`src/rtl/miriscv_lsu_split.sv`:
```
// miriscv_lsu_split: load/store unit with wait states, bus errors and optional misaligned split (LSU_MISALIGN_SPLIT_EN)
module miriscv_lsu_split #(
    parameter int ADDR_W = 32,
    parameter int DATA_W = 32
) (
    input  logic                clk_i,
    input  logic                arst_i,
    input  logic                lsu_req_i,
    input  logic                lsu_we_i,
    input  logic [2:0]          lsu_size_i,
    input  logic [ADDR_W-1:0]   lsu_addr_i,
    input  logic [DATA_W-1:0]   lsu_data_i,
    output logic                lsu_stall_req_o,
    output logic [DATA_W-1:0]   lsu_data_o,
    output logic                lsu_err_o,
    output logic                lsu_misalign_o,
    output logic                data_req_o,
    input  logic                data_gnt_i,
    input  logic                data_rvalid_i,
    input  logic                data_err_i,
    input  logic [DATA_W-1:0]   data_rdata_i,
    output logic                data_we_o,
    output logic [DATA_W/8-1:0] data_be_o,
    output logic [ADDR_W-1:0]   data_addr_o,
    output logic [DATA_W-1:0]   data_wdata_o
);
    localparam int NB  = DATA_W / 8;
    localparam int OFF = $clog2(NB);
    localparam int LW  = $clog2(DATA_W);
`ifdef LSU_MISALIGN_SPLIT_EN
    localparam bit SPLIT = 1'b1;
    localparam int MW    = 2 * NB;
`else
    localparam bit SPLIT = 1'b0;
    localparam int MW    = NB;
`endif
    typedef enum logic [2:0] {
        IDLE,
        ADDR1,
        RESP1,
`ifdef LSU_MISALIGN_SPLIT_EN
        ADDR2,
        RESP2,
`endif
        DONE
    } state_t;
    state_t            state, next;
    logic [OFF-1:0]    off_in, off_q;
    logic [3:0]        bytes, bytes_q;
    logic [4:0]        span;
    logic              illegal, misalign, fin, uns_q, we_q, err_q;
    logic [MW-1:0]     one_w, bm_w;
    logic [ADDR_W-1:0] addr_al, addr_q;
    logic [DATA_W-1:0] wdata_rot, wdata_q, res_q, res_d, low_r, ext_mask;
    logic [NB-1:0]     be1_q;
    logic [6:0]        nbits;
    logic [LW-1:0]     sbit;
`ifdef LSU_MISALIGN_SPLIT_EN
    logic [NB-1:0]       be2_q;
    logic                split_q;
    logic [DATA_W-1:0]   lo_buf;
    logic [2*DATA_W-1:0] wide_r;
    assign wide_r         = split_q ? {data_rdata_i, lo_buf} : {{DATA_W{1'b0}}, data_rdata_i};
    assign lsu_misalign_o = 1'b0;
`else
    logic                mis_q;
    logic [DATA_W-1:0]   wide_r;
    assign wide_r         = data_rdata_i;
    assign lsu_misalign_o = state == DONE && mis_q;
`endif
    assign off_in    = lsu_addr_i[OFF-1:0];
    assign bytes     = 4'd1 << lsu_size_i[1:0];
    assign illegal   = lsu_size_i == 3'b111 || (DATA_W == 32 && (lsu_size_i == 3'b011 || lsu_size_i == 3'b110));
    assign span      = 5'(off_in) + 5'(bytes);
    assign misalign  = span > 5'(NB);
    assign one_w     = MW'(1);
    assign bm_w      = ((one_w << bytes) - one_w) << off_in;
    assign addr_al   = {lsu_addr_i[ADDR_W-1:OFF], {OFF{1'b0}}};
    assign wdata_rot = DATA_W'({lsu_data_i, lsu_data_i} >> (DATA_W - 32'({off_in, 3'b000})));
    assign low_r     = DATA_W'(wide_r >> {off_q, 3'b000});
    assign nbits     = {bytes_q, 3'b000};
    assign ext_mask  = ~({DATA_W{1'b1}} << nbits);
    assign sbit      = LW'(nbits - 7'd1);
    assign res_d     = we_q ? '0 : (low_r & ext_mask) | ((!uns_q && low_r[sbit]) ? ~ext_mask : '0);
    assign lsu_stall_req_o = lsu_req_i && state != DONE;
    assign lsu_data_o      = state == DONE ? res_q : '0;
    assign lsu_err_o       = state == DONE && err_q;
    // next state and bus drive: live request in IDLE, latched beat afterwards
    always_comb begin
        next         = state;
        fin          = 1'b0;
        data_req_o   = 1'b0;
        data_we_o    = 1'b0;
        data_be_o    = '0;
        data_addr_o  = '0;
        data_wdata_o = '0;
        case (state)
            IDLE: if (lsu_req_i) begin
                if (illegal || (misalign && !SPLIT)) next = DONE;
                else begin
                    data_req_o   = 1'b1;
                    data_we_o    = lsu_we_i;
                    data_be_o    = bm_w[NB-1:0];
                    data_addr_o  = addr_al;
                    data_wdata_o = wdata_rot;
                    next         = data_gnt_i ? RESP1 : ADDR1;
                end
            end
            ADDR1: begin
                data_req_o   = 1'b1;
                data_we_o    = we_q;
                data_be_o    = be1_q;
                data_addr_o  = addr_q;
                data_wdata_o = wdata_q;
                next         = data_gnt_i ? RESP1 : ADDR1;
            end
            RESP1: if (data_rvalid_i) begin
`ifdef LSU_MISALIGN_SPLIT_EN
                fin  = data_err_i || !split_q;
                next = fin ? DONE : ADDR2;
`else
                fin  = 1'b1;
                next = DONE;
`endif
            end
`ifdef LSU_MISALIGN_SPLIT_EN
            ADDR2: begin
                data_req_o   = 1'b1;
                data_we_o    = we_q;
                data_be_o    = be2_q;
                data_addr_o  = addr_q + ADDR_W'(NB);
                data_wdata_o = wdata_q;
                next         = data_gnt_i ? RESP2 : ADDR2;
            end
            RESP2: if (data_rvalid_i) begin
                fin  = 1'b1;
                next = DONE;
            end
`endif
            default: next = IDLE;
        endcase
    end
    // state register, request capture in IDLE, result capture on the final response
    always_ff @(posedge clk_i or posedge arst_i) begin
        if (arst_i) begin
            state   <= IDLE;
            addr_q  <= '0;
            be1_q   <= '0;
            wdata_q <= '0;
            we_q    <= 1'b0;
            uns_q   <= 1'b0;
            bytes_q <= '0;
            off_q   <= '0;
            res_q   <= '0;
            err_q   <= 1'b0;
`ifdef LSU_MISALIGN_SPLIT_EN
            be2_q   <= '0;
            split_q <= 1'b0;
            lo_buf  <= '0;
`else
            mis_q   <= 1'b0;
`endif
        end else begin
            state <= next;
            if (state == IDLE && lsu_req_i) begin
                addr_q  <= addr_al;
                be1_q   <= bm_w[NB-1:0];
                wdata_q <= wdata_rot;
                we_q    <= lsu_we_i;
                uns_q   <= lsu_size_i[2];
                bytes_q <= bytes;
                off_q   <= off_in;
                res_q   <= '0;
                err_q   <= illegal;
`ifdef LSU_MISALIGN_SPLIT_EN
                be2_q   <= bm_w[MW-1:NB];
                split_q <= misalign;
`else
                mis_q   <= misalign && !illegal;
`endif
            end
`ifdef LSU_MISALIGN_SPLIT_EN
            if (state == RESP1 && data_rvalid_i) lo_buf <= data_rdata_i;
`endif
            if (fin) begin
                res_q <= res_d;
                err_q <= data_err_i;
            end
        end
    end
endmodule

```
`config.mk`:
```
export PLATFORM = sky130hd
export DESIGN_NAME = miriscv_lsu_split
export DESIGN_NICKNAME = d
export VERILOG_FILES = /design/src/rtl/miriscv_lsu_split.sv
export SDC_FILE = /design/constraint.sdc
export NUM_CORES = 1
export LEC_CHECK = 0
export ABC_CLOCK_PERIOD_IN_PS = 4600
export CAP_MARGIN = 5
export CORE_MARGIN = 5
export CORE_UTILIZATION = 48
export CTS_CLUSTER_SIZE = 25
export DETAILED_ROUTE_END_ITERATION = 12
export PLACE_DENSITY = 0.82
export REMOVE_ABC_BUFFERS = 1
export SLEW_MARGIN = 20
export SYNTH_ARGS = -nofsm -noshare
export SYNTH_HDL_FRONTEND = slang
export SYNTH_SLANG_ARGS = --single-unit
export TNS_END_PERCENT = 20
```
`constraint.sdc`:
```
create_clock -name clk_i -period 4.6 [get_ports clk_i]
set_input_delay 0.92 -clock clk_i [delete_from_list [all_inputs] [get_ports clk_i]]
set_output_delay 0.92 -clock clk_i [all_outputs]
set_load 0.03 [all_outputs]
```
## Word-level counts from Yosys, hierarchy flattened

Index checks and enable logic that the tools add are counted.

- $add $sub $neg: 4
- Magnitude comparators: 2
- Equality and inequality tests: 9
- Shifts and indexed selects: 6
- Mux-type cells: 31
- Bitwise logic cells: 4
- Reduce and logical (&&, ||, !) cells: 14

Operators by type and width:

| operator | count |
|---|---|
| 32-bit two-way mux | 9 |
| 32-bit one-hot mux with 2 select lines | 2 |
| 32-bit NOT | 2 |
| 64-bit by 32-bit >> shifter with 32-bit output | 1 |
| 32-bit AND | 1 |
| 32-bit bitwise OR | 1 |
| 32-bit by 7-bit left shift with 32-bit output, first input constant | 1 |
| 32-bit by 5-bit >> shifter with 32-bit output | 1 |
| 3-bit by 2-bit == test with 1-bit output, second input constant | 3 |
| 1-bit two-way mux | 9 |
| 3-bit one-hot mux with 3 select lines | 1 |
| 4-bit two-way mux | 2 |
| 4-bit one-hot mux with 2 select lines | 1 |
| 6-bit by 5-bit subtractor with 7-bit output, first input constant | 1 |
| 3-bit == test, second input constant | 2 |
| 1-bit logical AND | 6 |
| 5-bit by 6-bit less-than comparator with 1-bit output, second input constant | 1 |
| 3-bit two-way mux | 2 |
| 2-bit by 4-bit adder with 5-bit output | 1 |
| 1-bit binary-select mux with 5-bit select | 1 |
| 5-bit by 3-bit greater-than comparator with 1-bit output, second input constant | 1 |
| 5-bit by 1-bit subtractor with 5-bit output, second input constant | 1 |
| 2-bit two-way mux | 2 |
| 2-bit inequality test, second input constant | 2 |
| 12 further kinds | 16 |

- Register bits: 111
- Bits of input ports: 106

## Depth between registers and ports, before layout

- Depth in word-level cells: 8
- Gate-level depth with buffers: 11

## Least setup slack after synthesis

OpenSTA, ideal clock, no wires.

- Kind: in2out
- Start point: in lsu_addr_i[0]
- End point: out data_wdata_o[31]
- Arrival time: 3,401 ps
- Data required time: 3,680 ps
- Slack: 279 ps
- Stages on the path: 11
- Buffers on the path: 5
- Cell sequence: buf_2 buf_2 buf_2 inv_1 ha_1 buf_2 clkbuf_1 a21oi_1 o21ai_0 nand3_1 o21ai_0

- Cells in the longest elaborated chain, start to end: 6

Ends and longest elaborated chain:

| item | RTL line | RTL |
|---|---|---|
| start: declaration | 11 | `input logic [ADDR_W-1:0] lsu_addr_i,` |
| branches (longest 3 deep; another with 6-bit by 5-bit subtractor with 7-bit output) | -- |  |
| 32-bit two-way mux (*) | 99 | `if (illegal \|\| (misalign && !SPLIT)) next = DONE;` |
| 32-bit two-way mux (*) | 98 | `IDLE: if (lsu_req_i) begin` |
| 32-bit one-hot mux with 2 select lines (*) | 97 | `case (state)` |
| end: declaration | 25 | `output logic [DATA_W-1:0] data_wdata_o` |

Every way passes the cells marked *.

## Final worst setup path

- Start point: in lsu_size_i[0]
- End point: out data_wdata_o[18]

- Cells in the longest elaborated chain, start to end: 7

Ends and longest elaborated chain:

| item | RTL line | RTL |
|---|---|---|
| start: declaration | 10 | `input logic [2:0] lsu_size_i,` |
| 1-bit by 2-bit left shift with 4-bit output | 72 | `assign bytes = 4'd1 << lsu_size_i[1:0];` |
| via bytes[0] | 49 | `logic [3:0] bytes, bytes_q;` |
| 2-bit by 4-bit adder with 5-bit output | 74 | `assign span = 5'(off_in) + 5'(bytes);` |
| 5-bit by 3-bit greater-than comparator with 1-bit output | 75 | `assign misalign = span > 5'(NB);` |
| 1-bit logical OR | 99 |  |
| 32-bit two-way mux | 99 |  |
| 32-bit two-way mux | 98 |  |
| 32-bit one-hot mux with 2 select lines | 97 |  |

The timed path passes the listed nets, and every way through them passes these cells.

==> results.json <==
{
  "status": "completed",
  "slew_violations": 0,
  "root_buffer": "clkbuf_16",
  "end_kind": "output port",
  "die-width_um": 129,
  "cp_max_fo": 30,
  "cts_sinks": 110,
  "clock_latency_ns": 0.35,
  "powerDensity_mw_per_mm2": 536,
  "cts_setup_buffers": 0,
  "start_kind": "input port",
  "ys_types": 54,
  "hold_ws_ns": 0.480,
  "cp_top_family": "buffers and inverters",
  "drc_errors": 0,
  "wl_um": 21400,
  "irDropWorstVdd_v": 0.000284,
  "p_leak_nw": 4.80,
  "num_rows": 43,
  "cts_tree": "done",
  "core_area_mm2": 0.0139,
  "initial_core_util_pct": 49.1,
  "synth_commonest_cells": "nand2_1 (272), dfrtp_1 (110), o21ai_0 (82), clkbuf_1 (41), mux2i_1 (36)",
  "hold_start": "wdata_q[23]$_DFFE_PP0P_",
  "finClkSkew_ns": 0.00932,
  "seq_area_frac_synth_pct": 40.4,
  "crit_start": "lsu_size_i[0]",
  "netlist_area_mm2": 0.00681,
  "dp_hpwl_um": 15400,
  "die_area_mm2": 0.0167,
  "max_stage_delay_ns": 0.45,
  "syn_area_per_cell_um2": 8.36,
  "period_minus_slack_ns": 4.38,
  "drtIter0Drc": 616,
  "netlist.area_leader.share_pct": 40.4,
  "diodes": 0,
  "htree_num_levels": 3,
  "io_pins": 211,
  "grt_usage_pct": 25.5,
  "grt_max_degree": 65,
  "synth_edf_count": 0,
  "slowest_stage": "clkdlybuf4s50_1",
  "first_global_vias": 6603,
  "synthTopCellsByArea": "dfrtp_1 (40%), nand2_1 (15%), o21ai_0 (6.0%)",
  "yosys.area.top_type": "dfrtp_1",
  "crit_arrival_ns": 3.46,
  "cp.required_ns": 3.68,
  "fmax_mhz": 228,
  "nNetsFinal": 1103,
  "relSlewSlack_pct": 27.6,
  "r2r_start": "state[1]$_DFFE_PP0P_",
  "post-synth-top-count-cell": "nand2_1",
  "path_cells": "clkdlybuf4s50_1 -> nor2_1 -> ha_1 -> ha_1 -> nor2_2 -> a21oi_1 -> and3_1 -> buf_12 -> buf_4 -> o21ai_0 -> buf_4",
  "drive_gt1_share_pct": 10.7,
  "synth-main-ff-cell": "dfrtp_1",
  "synthCells": 815,
  "synthArstFlopShare_pct": 100,
  "portBuffers": 208,
  "crit_buf_inv": 4,
  "area_delta_synth_final_pct": 37.6,
  "numCtsBuffers": 9,
  "hold_viol_final": 0,
  "setup_viol": 0,
  "antenna_found_initial": 0,
  "rsz0062_at_grt": "false",
  "grt-ovfl-total": 0,
  "vias": 6719,
  "vias_per_cell": 5.70,
  "worst_slew_pin_slew_ns": 1.09,
  "path_class": "in -> out",
  "grt_pass1_wl_um": 34100,
  "gp_routability_congestion": 0.920,
  "clk_pin_slew_worst_paths_ns": 0.07,
  "ys.warnings.count": 0,
  "max_cap_violations": 0,
  "drtPass1Iterations": 5,
  "hp-class": "reg -> reg",
  "clock_path_buffers": 2,
  "power_w": 0.00502,
  "ys_seq_elements": 110,
  "fin_crit_sh_pct": 95.3,
  "fillers": 1128,
  "ant_nets": 0,
  "fp.dieH_um": 129,
  "wire_per_inst_um": 18.2
}
-- worst min-delay path: cells and delay by family, from the launching register on --
kind / cells / cell delay [ns]
and+or+nand+nor: 2 / 0.11
DFF: 1 / 0.34
-- placed cells by master (no fill, tap or decap), types with 9 or more instances in the layout --
cell / netlist / routed
a211o_1: 16 / 16
a211oi_1: 19 / 19
a221o_1: 9 / 9
a32o_1: 11 / 11
and3_1: 35 / 35
buf_4: 4 / 58
clkbuf_16: 0 / 9
clkdlybuf4s50_1: 0 / 139
dfrtp_1: 110 / 110
dlygate4sd2_1: 0 / 12
dlymetal6s2s_1: 0 / 21
mux2i_1: 36 / 36
mux4_2: 13 / 13
nand2_1: 272 / 272
nand2b_1: 14 / 14
nand3_1: 14 / 14
nor2_1: 21 / 19
nor2b_1: 20 / 19
o21ai_0: 82 / 81
-- cells by family (layout without fill, tap and decap cells) --
family	Yosys count	count (layout)	synth area share (%)
AND/OR/NAND/NOR	392	392	25.9
adder cells (fa/ha/maj)	4	4	0.735
other	1	2	0.0550
flip-flops	110	110	40.4
multiplexers	50	50	9.75
buffers and inverters	75	257	4.87
AO/OA/AOI/OAI	181	181	18.1
XOR/XNOR	2	2	0.257
-- registers in the layout, summed over array words and instances, names as in the netlist --
signal   flops
addr_q      30
be1_q        4
bytes_q      4
err_q        1
mis_q        1
off_q        2
res_q       32
state        2
uns_q        1
wdata_q     32
we_q         1
-- report_power, final --
| group | switching [W] | leakage (nW) | internal [W] |
|---|---|---|---|
| Clock | 0.000366 | 0.162 | 0.000508 |
| Sequential | 0.000271 | 1.41 | 0.00137 |
| Combinational | 0.00154 | 3.23 | 0.000960 |
-- per-stage QoR --
step                setup WS (ns)  util, %  area, µm²  TNS, ns  instances
finish                      0.217     67.5       9370        0       1178
global route              0.00499     67.5       9370        0       1178
CTS                       0.00174     67.1       9310        0       1178
detailed placement        -0.0332     64.8       8990   -0.176       1162
global placement           0.0946     64.8       8990        0       1162
floorplan                  -0.634        -       6510   -19.18        747
-- final timing paths --
path                                           end  slack, ns  depth (start not counted)
max                               data_wdata_o[18]       0.22                         11
min                        wdata_q[23]$_DFFE_PP0P_       0.48                          2
max reg2reg                  res_q[18]$_DFFE_PP0P_       2.38                          5
min reg2reg                wdata_q[23]$_DFFE_PP0P_       0.48                          2
max in group asynchronous   addr_q[18]$_DFFE_PP0P_       2.78                          3
min in group asynchronous    res_q[16]$_DFFE_PP0P_       1.09                          2
-- timing repair --
item | 4_1_cts | 5_1_grt
endpoints found under the setup margin | 12 | 40
hold buffers | 0 | 0
gates resized for setup | 12 | 23
-- routing by layer --
layer,GRT usage (%),vias to the layer above,part of all wire (%)
li1,-,3188,-
met1,33.4,3229,41
met2,40.6,271,47
met3,8.04,31,9.8
met4,7.97,0,2.0
met5,0,-,0
-- cell type report --
cell class / count / area [µm²] / share of cell area [%]
inverters: 6 / 25.0 / 0.267
repair buffers: 235 / 2280 / 24.3
well taps: 180 / 225 / 2.40
multi-input cells: 631 / 3760 / 40.1
flip-flops and latches: 110 / 2750 / 29.4
clock inverters: 5 / 81.3 / 0.868
clock buffers: 11 / 253 / 2.70
(Power assumes the default switching activity.)
